**src/rtl/traffic_phase_scheduler.sv**
```systemverilog
// Four-way intersection phase sequencer: demand-driven round-robin green grants
// with minimum/maximum green, fixed yellow and all-red clearance, and emergency preempt.
module traffic_phase_scheduler #(
  parameter int unsigned GREEN_MIN = 4,
  parameter int unsigned GREEN_MAX = 12,
  parameter int unsigned YELLOW_T  = 2,
  parameter int unsigned ALLRED_T  = 1,
  parameter int unsigned CNT_W     = 8
) (
  input  logic       clk,
  input  logic       rst,
  input  logic [3:0] veh_req,
  input  logic       emg_req,
  input  logic [1:0] emg_road,
  output logic [3:0] green,
  output logic [3:0] yellow,
  output logic       all_red,
  output logic [1:0] active_road
);

  typedef enum logic [1:0] {
    IDLE    = 2'd0,
    GREEN   = 2'd1,
    YELLOW  = 2'd2,
    ALL_RED = 2'd3
  } state_t;

  localparam logic [CNT_W-1:0] GMIN_LAST = CNT_W'(GREEN_MIN - 1);
  localparam logic [CNT_W-1:0] GMAX_LAST = CNT_W'(GREEN_MAX - 1);
  localparam logic [CNT_W-1:0] YEL_LAST  = CNT_W'(YELLOW_T - 1);
  localparam logic [CNT_W-1:0] AR_LAST   = CNT_W'(ALLRED_T - 1);

  state_t           state, state_nx;
  logic [CNT_W-1:0] timer, timer_nx;
  logic [1:0]       road_nx;
  logic [1:0]       grant;
  logic [1:0]       cand;
  logic             found;
  logic [3:0]       req_rd;
  logic             any_req;
  logic             others;
  logic             emg_hold;
  logic             emg_other;

  function automatic logic [3:0] lamp(input logic [1:0] r);
    lamp = 4'b1000 >> r;
  endfunction

  // Requests re-indexed by road number (A=0) so road arithmetic indexes directly.
  always_comb begin
    req_rd = '0;
    for (int unsigned i = 0; i < 4; i++) begin
      req_rd[i] = veh_req[3 - i];
    end
  end

  // Round-robin search starts just after the current road; current road is last.
  always_comb begin
    grant = active_road;
    found = 1'b0;
    cand  = '0;
    for (int unsigned k = 1; k <= 4; k++) begin
      cand = active_road + 2'(k);
      if (!found && req_rd[cand]) begin
        grant = cand;
        found = 1'b1;
      end
    end
    if (emg_req) begin
      grant = emg_road;
    end
  end

  assign any_req   = emg_req | (|veh_req);
  assign others    = |(req_rd & ~(4'b0001 << active_road));
  assign emg_hold  = emg_req && (emg_road == active_road);
  assign emg_other = emg_req && (emg_road != active_road);

  always_comb begin
    state_nx = state;
    timer_nx = timer;
    road_nx  = active_road;
    unique case (state)
      IDLE: begin
        timer_nx = '0;
        if (any_req) begin
          state_nx = GREEN;
          road_nx  = grant;
        end
      end
      GREEN: begin
        // GREEN_MAX never forces an exit on its own: the min-green rule already
        // fires whenever another road waits, so the timer only needs to saturate.
        if (emg_other || (others && !emg_hold && timer >= GMIN_LAST)) begin
          state_nx = YELLOW;
          timer_nx = '0;
        end else if (timer != GMAX_LAST) begin
          timer_nx = timer + CNT_W'(1);
        end
      end
      YELLOW: begin
        if (timer == YEL_LAST) begin
          state_nx = ALL_RED;
          timer_nx = '0;
        end else begin
          timer_nx = timer + CNT_W'(1);
        end
      end
      ALL_RED: begin
        if (timer == AR_LAST) begin
          timer_nx = '0;
          if (any_req) begin
            state_nx = GREEN;
            road_nx  = grant;
          end else begin
            state_nx = IDLE;
          end
        end else begin
          timer_nx = timer + CNT_W'(1);
        end
      end
      default: begin
        state_nx = IDLE;
        timer_nx = '0;
      end
    endcase
  end

  // Lamp registers are loaded from the next-state decode so they track state exactly.
  always_ff @(posedge clk) begin
    if (rst) begin
      state       <= IDLE;
      timer       <= '0;
      active_road <= 2'd3;
      green       <= '0;
      yellow      <= '0;
      all_red     <= 1'b1;
    end else begin
      state       <= state_nx;
      timer       <= timer_nx;
      active_road <= road_nx;
      green       <= (state_nx == GREEN)  ? lamp(road_nx) : '0;
      yellow      <= (state_nx == YELLOW) ? lamp(road_nx) : '0;
      all_red     <= (state_nx == IDLE) || (state_nx == ALL_RED);
    end
  end

endmodule

```
**config.mk**
```make
export PLATFORM = sky130hd
export DESIGN_NAME = traffic_phase_scheduler
export DESIGN_NICKNAME = d
export VERILOG_FILES = /design/src/rtl/traffic_phase_scheduler.sv
export SDC_FILE = /design/constraint.sdc
export NUM_CORES = 1
export LEC_CHECK = 0
export ABC_AREA = 1
export BUFFER_PORTS_ARGS = -buffer_cell sky130_fd_sc_hd__buf_2
export CAP_MARGIN = 5
export CELL_PAD_IN_SITES_DETAIL_PLACEMENT = 0
export CELL_PAD_IN_SITES_GLOBAL_PLACEMENT = 1
export CORE_MARGIN = 2
export CORE_UTILIZATION = 43
export CTS_CLUSTER_DIAMETER = 200
export CTS_CLUSTER_SIZE = 10
export DETAILED_ROUTE_END_ITERATION = 10
export GPL_ROUTABILITY_DRIVEN = 0
export PLACE_DENSITY_LB_ADDON = 0.1
export SLEW_MARGIN = 0
export SYNTH_ARGS = -nofsm -noshare
export SYNTH_HDL_FRONTEND = slang
export SYNTH_SLANG_ARGS = --single-unit
```
**constraint.sdc**
```tcl
create_clock -name clk -period 3.1 [get_ports clk]
set_input_delay 0.31 -clock clk [delete_from_list [all_inputs] [get_ports clk]]
set_output_delay 0.31 -clock clk [all_outputs]
set_load 0.005 [all_outputs]
```
### Word level (Yosys, flattened, before mapping)

Cells that the tools add are included.

| operators by class | value |
|---|---|
| bitwise logic cells | 5 |
| equality and inequality tests | 11 |
| shift operators | 2 |
| reductions and logical operators | 20 |
| order comparisons | 5 |
| $add $sub $neg | 4 |
| mux-type cells | 30 |

Operators by type and width:

| kind | count |
|---|---|
| $mux W8 | 4 |
| $pmux W8 S4 | 1 |
| $mux W2 | 11 |
| $lt A2 B3 Y1 const B | 4 |
| $add A8 B1 Y8 const B | 1 |
| $bmux W1 S2 | 4 |
| $eq A2 B2 Y1 const B | 4 |
| $eq A8 B1 Y1 const B | 1 |
| $ge A8 B2 Y1 const B | 1 |
| $logic_not A8 Y1 | 1 |
| $mux W1 | 8 |
| $ne A8 B4 Y1 const B | 1 |
| $pmux W2 S4 | 1 |
| $reduce_or A4 Y1 | 2 |
| $logic_and A1 B1 Y1 | 7 |
| $add A2 B2 Y2 const B | 2 |
| $and A4 B4 Y4 | 1 |
| $eq A2 B1 Y1 const B | 2 |
| $logic_not A1 Y1 | 4 |
| $logic_not A2 Y1 | 2 |
| $not A4 Y4 | 1 |
| $pmux W2 S2 | 1 |
| $reduce_or A2 Y1 | 2 |
| $shl A1 B2 Y4 const A | 1 |
| 8 further kinds | 10 |

| storage, ports and cells | value |
|---|---|
| bits of input ports | 9 |
| output and inout bits | 11 |
| word-level logic and storage cells | 83 |
| bits in registers | 21 |

### Depth between registers and ports, before layout

Gate-level depths: netlist of run 1.

| depth | value |
|---|---|
| word-level depth | 18 |
| mapped depth | 19 |

### Least setup slack after synthesis of run 1

Ideal clock, no wire load.

| timing path | value |
|---|---|
| path type | register to register |
| start point | register active_road[0] |
| end point | register all_red |
| required time | 2.977 ns |
| cell stages (with the launch flop) | 16 |
| arrival | 1.992 ns |
| path slack | 0.985 ns |
| setup time | 0.123 ns |
| buffers on the path | 1 |
| path through | dfxtp_1 buf_6 inv_4 ha_1 o21ai_0 inv_1 nand2_1 nand3_2 nand2_2 nand2_1 nand2_1 nand2_1 nand2_1 nand2_1 ha_1 or2_2 |

| between the ends | value |
|---|---|
| word-level cells in the longest chain between the ends | 11 |
| elaborated cells between the ends (all ways) | 17 |

RTL lines:

| item | RTL line | text |
|---|---|---|
| start: declaration | 18 | `output logic [1:0] active_road` |
| start signal: assignment | 141 | `active_road <= road_nx;` |
| $shl A1 B2 Y4 | 75 | `assign others = \|(req_rd & ~(4'b0001 << active_road));` |
| $not A4 Y4 | 75 |  |
| $and A4 B4 Y4 | 75 |  |
| $reduce_or A4 Y1 | 75 |  |
| $logic_and A1 B1 Y1 (2 in a row) | 94 | `if (emg_other \|\| (others && !emg_hold && timer >= GMIN_LAST)) begin` |
| $logic_or A1 B1 Y1 * | 94 |  |
| $mux W2 * | 94 |  |
| $pmux W2 S4 * | 83 | `unique case (state)` |
| $eq A2 B2 Y1 or $logic_not A2 Y1 (tied branches) | 144 | `all_red <= (state_nx == IDLE) \|\| (state_nx == ALL_RED);` |
| $logic_or A1 B1 Y1 * | 144 |  |
| end signal: assignment | 144 |  |
| end: declaration | 17 | `output logic all_red,` |

Every way passes the cells marked *; elsewhere a longest branch is shown, timed or not.
A chain may end at the register's enable or synchronous reset.

### Worst setup path in the final report of run 1

Same ends and word-level chain as after synthesis.

==> flow_summary_export.csv, run 1 <==
group,metric,value,unit
layout,nFillCells,388,
die,row_count,21,
layout,layout_common_cells,"nand2_1, nor2_1, inv_1",
sta,setup_violations,0,
drt,drc,0,
setup_path,cp_max_fo,13,
drt,wirelength,3.23,mm
clock_tree,path_clk_slew,0.12,ns
setup_path,cp_slowest_stage_delay,0.67,ns
layout,insertedDiodeCount,0,
global_routing,grt_first_pass_wirelength,5.69,mm
setup_path,critPathLaunch,"active_road[0]",
layout,layout.cells.non_filler,311,
setup_path,slowest_stage,"dfxtp_1",
die,io_pins,20,
layout,nets,289,
drt,wire_per_inst,10.4,um
sta,setup_tns,0,ns
clock_tree,post_cts_resized,0,
global_routing,overflow,0,
power,p_per_area,399,nW/um^2
die,dieArea,4150,sq um
clock_tree,clock-sinks,21,
sta,min_period_over_period,0.779,
worst_hold_path,min_path_type,"in2reg",
drt,drt_first_pass_iters,4,
placement,dp_hpwl,2.60,mm
clock_tree,htreeDepth,1,
synth,synth_cell_types,28,
synth,synth_nets,266,
synth,synth-seq-cells,21,
die,initial_core_util,0.459,
sta,min_period,2.42,ns
layout,drive_gt1_frac,0.223,
clock_tree,holdBufCountCts,0,
clock_tree,postCtsSetupRepairBufs,0,
sta,fmax,0.414,GHz
placement,placed_cells,307,
power,peakVddDrop,282,uV
synth,synth_area,1570,sq um
global_routing,grt_max_degree,14,
placement,io_buffers,19,
power,p_int,0.430,mW
power,p_comb_frac,0.365,
setup_path,required,3.31,ns
worst_hold_path,min_from,"rst",
setup_path,path_class,"reg2reg",
setup_path,startpoint_type,"flop",
power,cellLeakagePower,0.908,nW
drt,ant_nets,0,
die,die-height,64.4,um
setup_path,reg2reg_setup_slack,0.68,ns
drt,vias,1459,
setup_path,reg2reg_from,"active_road[0]",
die,core-area,3420,sq um
power,netSwitchingFraction,0.379,
setup_path,crit_top_cell,"nand2_1",
clock_tree,cts_buffers,3,
synth,ys_seq_area_frac,0.268,
power,seqPwrFrac,0.443,
clock_tree,worstSkewPairLatency,0.31,ns
synth,syn_inst,243,
die,fp.dieW,64.4,um
layout,syn_to_final_growth,10.7,%
setup_path,worstRegToRegCells,16,
drt,drt_iter0_markers,89,
setup_path,path_delay_family,"simple AND/OR/NAND/NOR gates",
layout,final_common_cell,"nand2_1",
synth,yosys_warnings,0,
power,clkPwrFrac,0.192,
setup_path,worstPathCellList,"inv_4, ha_1, inv_1, nand2_1, o21ai_1, inv_1, nand2_1, nand3_2, nand2_2, nand2_1, nand2_1, nand2_1, nand2_1, nand2_1, ha_1, or2_2",
global_routing,antenna_found_initial,0,
clock_tree,cts.path.max_buffers,2,
clock_tree,cts-root-buf,"clkbuf_4",
synth,synth.avg_cell_area,6.46,sq um
sta,rsz0062_at_grt,"false",
drt,vias_per_cell,4.69,
sta,finalMaxSlewViolations,0,
worst_hold_path,hold_end,"timer[2]",
power,p_switching,0.262,mW
sta,finalClockSkew,0.0127,ns
clock_tree,cts_tree,"built",
global_routing,grt_pass1_vias,1300,
setup_path,r2r-end,"all_red",
flow_run,maxCapViolCount,0,
sta,worst_pin_slew,0.522,ns
global_routing,track_usage,0.172,
sta,maxSlewHeadroom,0.651,
setup_path,cp_num_buf_inv,3,
sta,hold_viol_final,0,
status,status,"finished clean",
worst_hold_path,whs_path_depth,2,
setup_path,arrival,2.63,ns
setup_path,end_kind,"flop",
sequential cells by signal (all words and copies together), names as in the netlist:
register and cells:
all_red 1, active_road 2, yellow 4, green 4, timer 8, state 2
metrics by stage:
stage / hold WS [ns] / area (sq um) / worst slack, ns / utilization / power [mW]
4_1_cts: 0.251 / 1740 / 0.664 / 0.508 / 0.701
3_5_place_dp: 0.537 / 1710 / 0.662 / 0.501 / 0.565
2_1_floorplan: 0.380 / 1570 / 0.985 / - / 0.506
3_3_place_gp: 0.542 / 1710 / 0.729 / 0.501 / 0.570
6_report: 0.256 / 1740 / 0.684 / 0.508 / 0.693
5_1_grt: 0.254 / 1740 / 0.382 / 0.508 / 0.752
worst max path at each step:
stage | end | slack, ns | cells past startpoint
6_report | all_red | 0.68 | 16
5_1_grt | all_red | 0.38 | 16
3_5_place_dp | all_red | 0.66 | 14
4_1_cts | all_red | 0.66 | 14
2_1_floorplan | all_red | 0.98 | 15
3_3_place_gp | all_red | 0.73 | 16
worst reg2reg max path, delay by kind of cell (launching register included):
family	cells	cell delay, ns
AO/OA/AOI/OAI	1	0.06
AND/OR/NAND/NOR	10	0.86
flip-flops	1	0.67
buffers and inverters	3	0.23
adder cells (fa/ha/maj)	2	0.52
power by group through the flow:
stage	registers [mW]	logic, mW	clock network (mW)
after global placement	0.313	0.257	0
after floorplan	0.306	0.200	0
after detailed placement	0.314	0.252	0
after global routing	0.311	0.290	0.150
after CTS	0.308	0.253	0.139
final	0.307	0.253	0.133
synth_stat cells:
| cell | number | area [sq um] |
|---|---|---|
| nand2_1 | 71 | 267 |
| nor2_1 | 30 | 113 |
| inv_1 | 28 | 105 |
| dfxtp_1 | 21 | 420 |
| nand3_1 | 17 | 85.1 |
| ha_1 | 14 | 175 |
| inv_2 | 12 | 45.0 |
| a21oi_1 | 7 | 35.0 |
| nand2_2 | 7 | 43.8 |
| o21ai_0 | 5 | 25.0 |
| nand3_2 | 3 | 30.0 |
| nor2_4 | 3 | 33.8 |
| nor3_1 | 3 | 15.0 |
| o21ai_1 | 3 | 15.0 |
| a21oi_2 | 2 | 17.5 |
| nand4_1 | 2 | 12.5 |
| nor2_2 | 2 | 12.5 |
| nor3_2 | 2 | 20.0 |
| o21ai_2 | 2 | 17.5 |
| a31oi_2 | 1 | 12.5 |
| buf_6 | 1 | 11.3 |
| clkinv_1 | 1 | 3.75 |
| inv_4 | 1 | 6.26 |
| o211ai_1 | 1 | 7.51 |
| or2_2 | 1 | 6.26 |
| xnor2_1 | 1 | 8.76 |
| xnor2_2 | 1 | 16.3 |
| xor2_1 | 1 | 8.76 |
area by class of cell:
| cell class | instances | area, sq um | share of cell area |
|---|---|---|---|
| Inverter | 42 | 160 | 0.0922 |
| Timing Repair Buffer | 19 | 95.1 | 0.0548 |
| Clock buffer | 4 | 26.3 | 0.0151 |
| Multi-Input combinational cell | 179 | 977 | 0.563 |
| Tap cell | 46 | 57.6 | 0.0331 |
| Sequential cell | 21 | 420 | 0.242 |
kinds of logic (layout without fill, tap and decap cells):
| kind of cell | Yosys count | after routing | share of synthesized area |
|---|---|---|---|
| AOI/OAI and AO/OA | 21 | 21 | 0.0829 |
| xor gates and xnor gates | 3 | 3 | 0.0215 |
| adders and majority gates | 14 | 14 | 0.112 |
| buffers and inverters | 43 | 65 | 0.109 |
| DFF | 21 | 21 | 0.268 |
| and+or+nand+nor | 141 | 141 | 0.407 |
layer usage:
| metal | GRT usage | share of wire | wire (um) | up-vias |
|---|---|---|---|---|
| li1 | - | - | - | 796 |
| met2 | 0.257 | 0.41 | 1310 | 23 |
| met1 | 0.251 | 0.55 | 1780 | 635 |
| met5 | 0 | 0 | 0 | - |
| met3 | 0.0229 | 0.029 | 95 | 5 |
| met4 | 0.0612 | 0.013 | 43 | 0 |
Power figures use the tool's default switching activity.
==> run 2: changes to the inputs <==
CORE_UTILIZATION = 40   (was 43)
clock period = 2.47 ns   (was 3.1 ns; I/O delays follow)
==> run 2 against run 1 <==
Net effect: via count decreased by 2.1%; critical path depth fell by 2; core utilization shrank 2.9 points; cell area is 2.6% higher; hold slack better by 0.00072 ns; sequential power rose by 23%; global-route usage up 0.080 points; combinational power increased by 32%; setup slack worse by 0.46 ns; critical path type unchanged; critical endpoint unchanged; largest cell class unchanged.
==> flow_summary_export.csv, run 2 (synthesized netlist as in run 1, its figures left out) <==
group,metric,value,unit
die,initial_core_util,0.422,
power,p_per_area,527,nW/um^2
clock_tree,htreeDepth,1,
setup_path,critPathLaunch,"active_road[0]",
sta,hold_viol_final,0,
drt,vias,1429,
layout,reg.largest.list,"timer: 8 flops, green: 4 flops, yellow: 4 flops",
clock_tree,cts-root-buf,"clkbuf_8",
layout,multi_input_area,977,sq um
layout,insertedDiodeCount,0,
placement,dp_hpwl,2.69,mm
setup_path,cp_max_fo,8,
clock_tree,post_cts_resized,0,
setup_path,startpoint_type,"flop",
setup_path,worstPathCellList,"inv_4, ha_1, o21ai_0, inv_1, nand2_1, nand3_2, nand2_2, nand2_1, nand2_1, nand2_1, nand2_1, nand2_1, ha_1, or2_2",
global_routing,track_usage,0.172,
power,cellLeakagePower,0.932,nW
worst_hold_path,hold_end,"timer[2]",
status,status,"finished clean",
setup_path,path_delay_family,"simple AND/OR/NAND/NOR gates",
sta,setup_violations,0,
drt,wirelength,3.35,mm
worst_hold_path,min_from,"rst",
global_routing,overflow,0,
layout,drive_gt1_frac,0.235,
setup_path,slowest_stage,"dfxtp_1",
sta,min_period_over_period,0.908,
power,peakVddDrop,244,uV
layout,final_common_cell,"nand2_1",
drt,wire_per_inst,10.6,um
layout,layout_common_cells,"nand2_1, nor2_1, inv_1",
sta,finalClockSkew,0.00362,ns
setup_path,reg2reg_from,"active_road[0]",
sta,worst_pin_slew,0.319,ns
clock_tree,cts_buffers,3,
sta,fmax,0.446,GHz
layout,nets,292,
clock_tree,path_clk_slew,0.08,ns
sta,finalMaxSlewViolations,0,
die,row_count,22,
drt,drc,0,
placement,placed_area,1740,sq um
global_routing,grt_first_pass_wirelength,5.87,mm
clock_tree,postCtsSetupRepairBufs,0,
sta,min_period,2.24,ns
layout,regMostFlops,"timer",
clock_tree,worstSkewPairLatency,0.26,ns
setup_path,path_class,"reg2reg",
flow_run,maxCapViolCount,0,
layout,syn_to_final_growth,13.6,%
clock_tree,cts.path.max_buffers,2,
setup_path,worstRegToRegCells,14,
clock_tree,clock-sinks,21,
clock_tree,cts_tree,"built",
sta,maxSlewHeadroom,0.787,
power,power,0.939,mW
setup_path,r2r-end,"all_red",
drt,drt_first_pass_iters,4,
setup_path,end_kind,"flop",
drt,drt_iter0_markers,99,
die,fp.dieW,66.6,um
global_routing,grt_pass1_vias,1278,
setup_path,cp_num_buf_inv,2,
drt,ant_nets,0,
sta,fin_hold_ws,0.257,ns
placement,io_buffers,19,
die,core-area,3720,sq um
layout,final_area,1780,sq um
global_routing,grt_max_degree,13,
sta,rsz0062_at_grt,"false",
layout,nFillCells,403,
global_routing,antenna_found_initial,0,
sta,setup_tns,0,ns
setup_path,cp_slowest_stage_delay,0.50,ns
setup_path,crit_top_cell,"nand2_1",
drt,vias_per_cell,4.52,
die,dieArea,4440,sq um
setup_path,arrival,2.40,ns
layout,largest_reg_flops,8,
die,die-height,66.6,um
setup_path,required,2.63,ns
die,io_pins,20,
setup_path,reg2reg_setup_slack,0.23,ns
worst_hold_path,min_path_type,"in2reg",
layout,regArea,420,sq um
clock_tree,holdBufCountCts,0,
worst_hold_path,whs_path_depth,2,
[run 2: cell count changes in the layout (fill, tap and decap cells not counted)]
cell	previous run	this run
buf_4	0	3
clkbuf_1	1	0
clkinv_2	0	1
clkbuf_8	0	3
clkbuf_4	3	0
[run 2: worst max-delay path by stage]
stage	end	slack [ns]	cells after the start
2_1_floorplan	all_red	0.35	15
3_3_place_gp	all_red	0.26	14
3_5_place_dp	all_red	0.23	14
4_1_cts	all_red	0.23	16
5_1_grt	all_red	0.003	16
6_report	all_red	0.23	14
[run 2: area by class of cell]
class	instances	area share
clock inverters	1	0.00281
multi-input cells	179	0.548
repair buffers	22	0.0660
inverters	42	0.0899
well taps	48	0.0337
flip-flops and latches	21	0.236
clock buffers	3	0.0232
[run 2: power breakdown]
| part | leakage [nW] | internal (mW) | switching [mW] |
|---|---|---|---|
| sequential | 0.171 | 0.359 | 0.0192 |
| combinational | 0.736 | 0.125 | 0.210 |
| clock | 0.0255 | 0.112 | 0.114 |
| total | 0.932 | 0.596 | 0.343 |
[run 2: through the flow]
step                 util  std cells  worst slack, ns
detailed placement  0.467        312            0.234
global placement    0.467        312            0.260
global route        0.479        316          0.00320
finish              0.479        316            0.228
CTS                 0.479        316            0.234
floorplan               -        243            0.355
[run 2: layer usage]
| metal | track usage | vias to the layer above | wire (um) |
|---|---|---|---|
| li1 | - | 798 | - |
| met2 | 0.256 | 20 | 1350 |
| met4 | 0.0536 | 0 | 39 |
| met3 | 0.0203 | 4 | 80 |
| met1 | 0.257 | 607 | 1880 |
| met5 | 0 | - | 0 |
==> run 3: changes to the inputs <==
ABC_AREA = not set   (was 1)
CORE_UTILIZATION = 42   (was 40)
==> run 3 against run 2 <==
Net effect: the run now ends with negative setup slack left; die area fell by 14%; clock skew rose by 0.0040 ns; global-route usage fell by 1.2 points; final cell count fell by 24%; first-iteration DRC count fell by 18%; sequential power rose by 2%; count of clock-buffer cells in the layout rose by 1.
==> flow_summary_export.csv, run 3 <==
group,metric,value,unit
status,status,"finished with violations",
status,violations,"negative setup slack",
clock_tree,cts_tree,"built",
placement,placed_cells,234,
drt,ant_nets,0,
worst_hold_path,min_path_type,"in2reg",
sta,rsz0062_at_grt,"true",
worst_hold_path,min_from,"rst",
die,io_pins,20,
global_routing,overflow,0,
setup_path,cp_num_buf_inv,1,
synth,synth_area,1410,sq um
clock_tree,path_clk_slew,0.12,ns
drt,drt_iter0_markers,81,
synth,synth_cell_types,49,
setup_path,reg2reg_from,"timer[7]",
synth,synthTopCellsByCount,"dfxtp_1, nor2_1, ha_1",
setup_path,path_class,"reg2reg",
sta,finalClockSkew,0.00760,ns
layout,regArea,423,sq um
die,dieArea,3830,sq um
clock_tree,clock-sinks,21,
clock_tree,worstSkewPairLatency,0.30,ns
sta,maxSlewHeadroom,0.701,
layout,regMostFlops,"timer",
global_routing,track_usage,0.160,
synth,synth-seq-cells,21,
global_routing,antenna_found_initial,0,
setup_path,crit_top_cell,"nor2_1",
power,cellLeakagePower,0.773,nW
sta,setup_violations,2,
layout,layout_common_cells,"dfxtp_1, buf_2, nor2_1",
worst_hold_path,hold_end,"state[0]",
synth,yosys.area.top_type,"dfxtp_1",
die,core-area,3280,sq um
sta,fmax,0.397,GHz
sta,setup_ws,-0.0481,ns
die,fp.dieW,61.9,um
synth,synth_top_cell_area_share,0.299,
sta,hold_viol_final,0,
layout,nets,217,
synth,synth_mux_area_frac,0.0240,
synth,synth_area_leaders,"dfxtp_1, ha_1, nor2_1",
clock_tree,cts-root-buf,"clkbuf_4",
layout,drive_gt1_frac,0.352,
clock_tree,cts.path.max_buffers,2,
layout,layout.cells.non_filler,239,
sta,fin_hold_ws,0.252,ns
synth,post_synth_and_or_nand_nor_area_fraction,0.288,
layout,largest_reg_flops,8,
power,peakVddDrop,355,uV
sta,finalMaxSlewViolations,0,
synth,synthFlopType,"dfxtp_1",
worst_hold_path,whs_path_depth,2,
setup_path,cp_max_fo,3,
setup_path,cp_num_cells,9,
layout,nFillCells,324,
synth,synth-compound-area-share,0.158,
die,initial_core_util,0.428,
placement,io_buffers,19,
setup_path,cp_slowest_stage_delay,0.54,ns
flow_run,maxCapViolCount,0,
power,p_per_area,539,nW/um^2
synth,synth_top_family_by_area,"simple AND/OR/NAND/NOR gates",
synth,yosys_warnings,0,
drt,wire_per_inst,12.5,um
clock_tree,htreeDepth,1,
drt,drt_first_pass_iters,4,
synth,synth_xor_area_frac,0.0498,
synth,ys_seq_area_frac,0.299,
drt,drc,0,
global_routing,grt_first_pass_wirelength,4.57,mm
setup_path,worstPathCellList,"or4_4, o41a_1, nor2_1, a221oi_1, nor2_1, ha_2, or2b_1, buf_4, nor3b_2",
synth,async_flop_share,0,
global_routing,grt_pass1_vias,1010,
global_routing,grt_max_degree,12,
power,power,0.946,mW
placement,dp_slack,-0.0815,ns
setup_path,required,2.70,ns
clock_tree,cts_buffers,3,
drt,vias_per_cell,5.26,
die,die-height,61.9,um
layout,syn_to_final_growth,24.9,%
setup_path,path_delay_family,"simple AND/OR/NAND/NOR gates",
setup_path,startpoint_type,"flop",
synth,syn_inst,159,
synth,synth_nets,182,
layout,reg.largest.list,"timer: 8 flops, green: 4 flops, yellow: 4 flops",
layout,multi_input_area,986,sq um
setup_path,reg2reg_setup_slack,-0.05,ns
synth,synth-edff-count,0,
synth,synth.most_common_cell,"dfxtp_1",
setup_path,arrival,2.74,ns
sta,min_period_over_period,1.02,
synth,synthAdderAreaFrac,0.125,
drt,vias,1257,
sta,worst_pin_slew,0.447,ns
sta,min_period,2.52,ns
setup_path,end_kind,"flop",
die,row_count,21,
setup_path,r2r-end,"yellow[2]",
drt,wirelength,2.99,mm
setup_path,worstRegToRegCells,9,
setup_path,slowest_stage,"or4_4",
layout,insertedDiodeCount,0,
synth,synth.avg_cell_area,8.84,sq um
placement,dp_hpwl,2.24,mm
[run 3: what timing repair did]
action                     4_1_cts  5_1_grt
setup buffers                    0        1
pin swaps                        1        3
hold buffers                     0        0
resized for setup                1       12
setup endpoints to repair        8       10
[run 3: how the worst max path moves through the flow]
stage | startpoint | to
floorplan | timer[7] | yellow[0]
global placement | timer[7] | yellow[0]
detailed placement | timer[7] | yellow[0]
CTS | timer[7] | yellow[0]
global route | timer[7] | yellow[2]
finish | timer[7] | yellow[2]
[run 3: final cells by class]
type,count,share of cell area
Sequential cell,21,0.241
Multi-Input combinational cell,120,0.561
Timing Repair Buffer,35,0.123
Clock buffer,4,0.0150
Tap cell,46,0.0328
Inverter,13,0.0278
[run 3: routing by layer]
| layer | vias to the layer above | global-route usage | wire length, um | part of all wire |
|---|---|---|---|---|
| met4 | 0 | 0.0456 | 35 | 0.012 |
| met2 | 16 | 0.251 | 1450 | 0.49 |
| met1 | 602 | 0.224 | 1410 | 0.47 |
| li1 | 635 | - | - | - |
| met3 | 4 | 0.0331 | 87 | 0.029 |
| met5 | - | 0 | 0 | 0 |
[run 3: cells by family after synthesis]
family | count (synthesis)
mux | 2
xor+xnor | 8
fa+ha+maj | 14
buf+inv | 18
flops | 21
compound gates | 28
simple gates | 68
[run 3: per-stage QoR]
stage,utilization,TNS (ns),area [sq um]
6_report,0.535,-0.0797,1760
5_1_grt,0.535,-0.475,1760
4_1_cts,0.515,-0.0855,1690
3_5_place_dp,0.503,-0.0815,1650
3_3_place_gp,0.503,-0.0168,1650
2_1_floorplan,-,-0.0134,1420
[run 3: report_power, final]
part,internal [mW],switching (mW)
clock,0.0628,0.100
sequential,0.367,0.0197
combinational,0.187,0.210
total,0.616,0.330
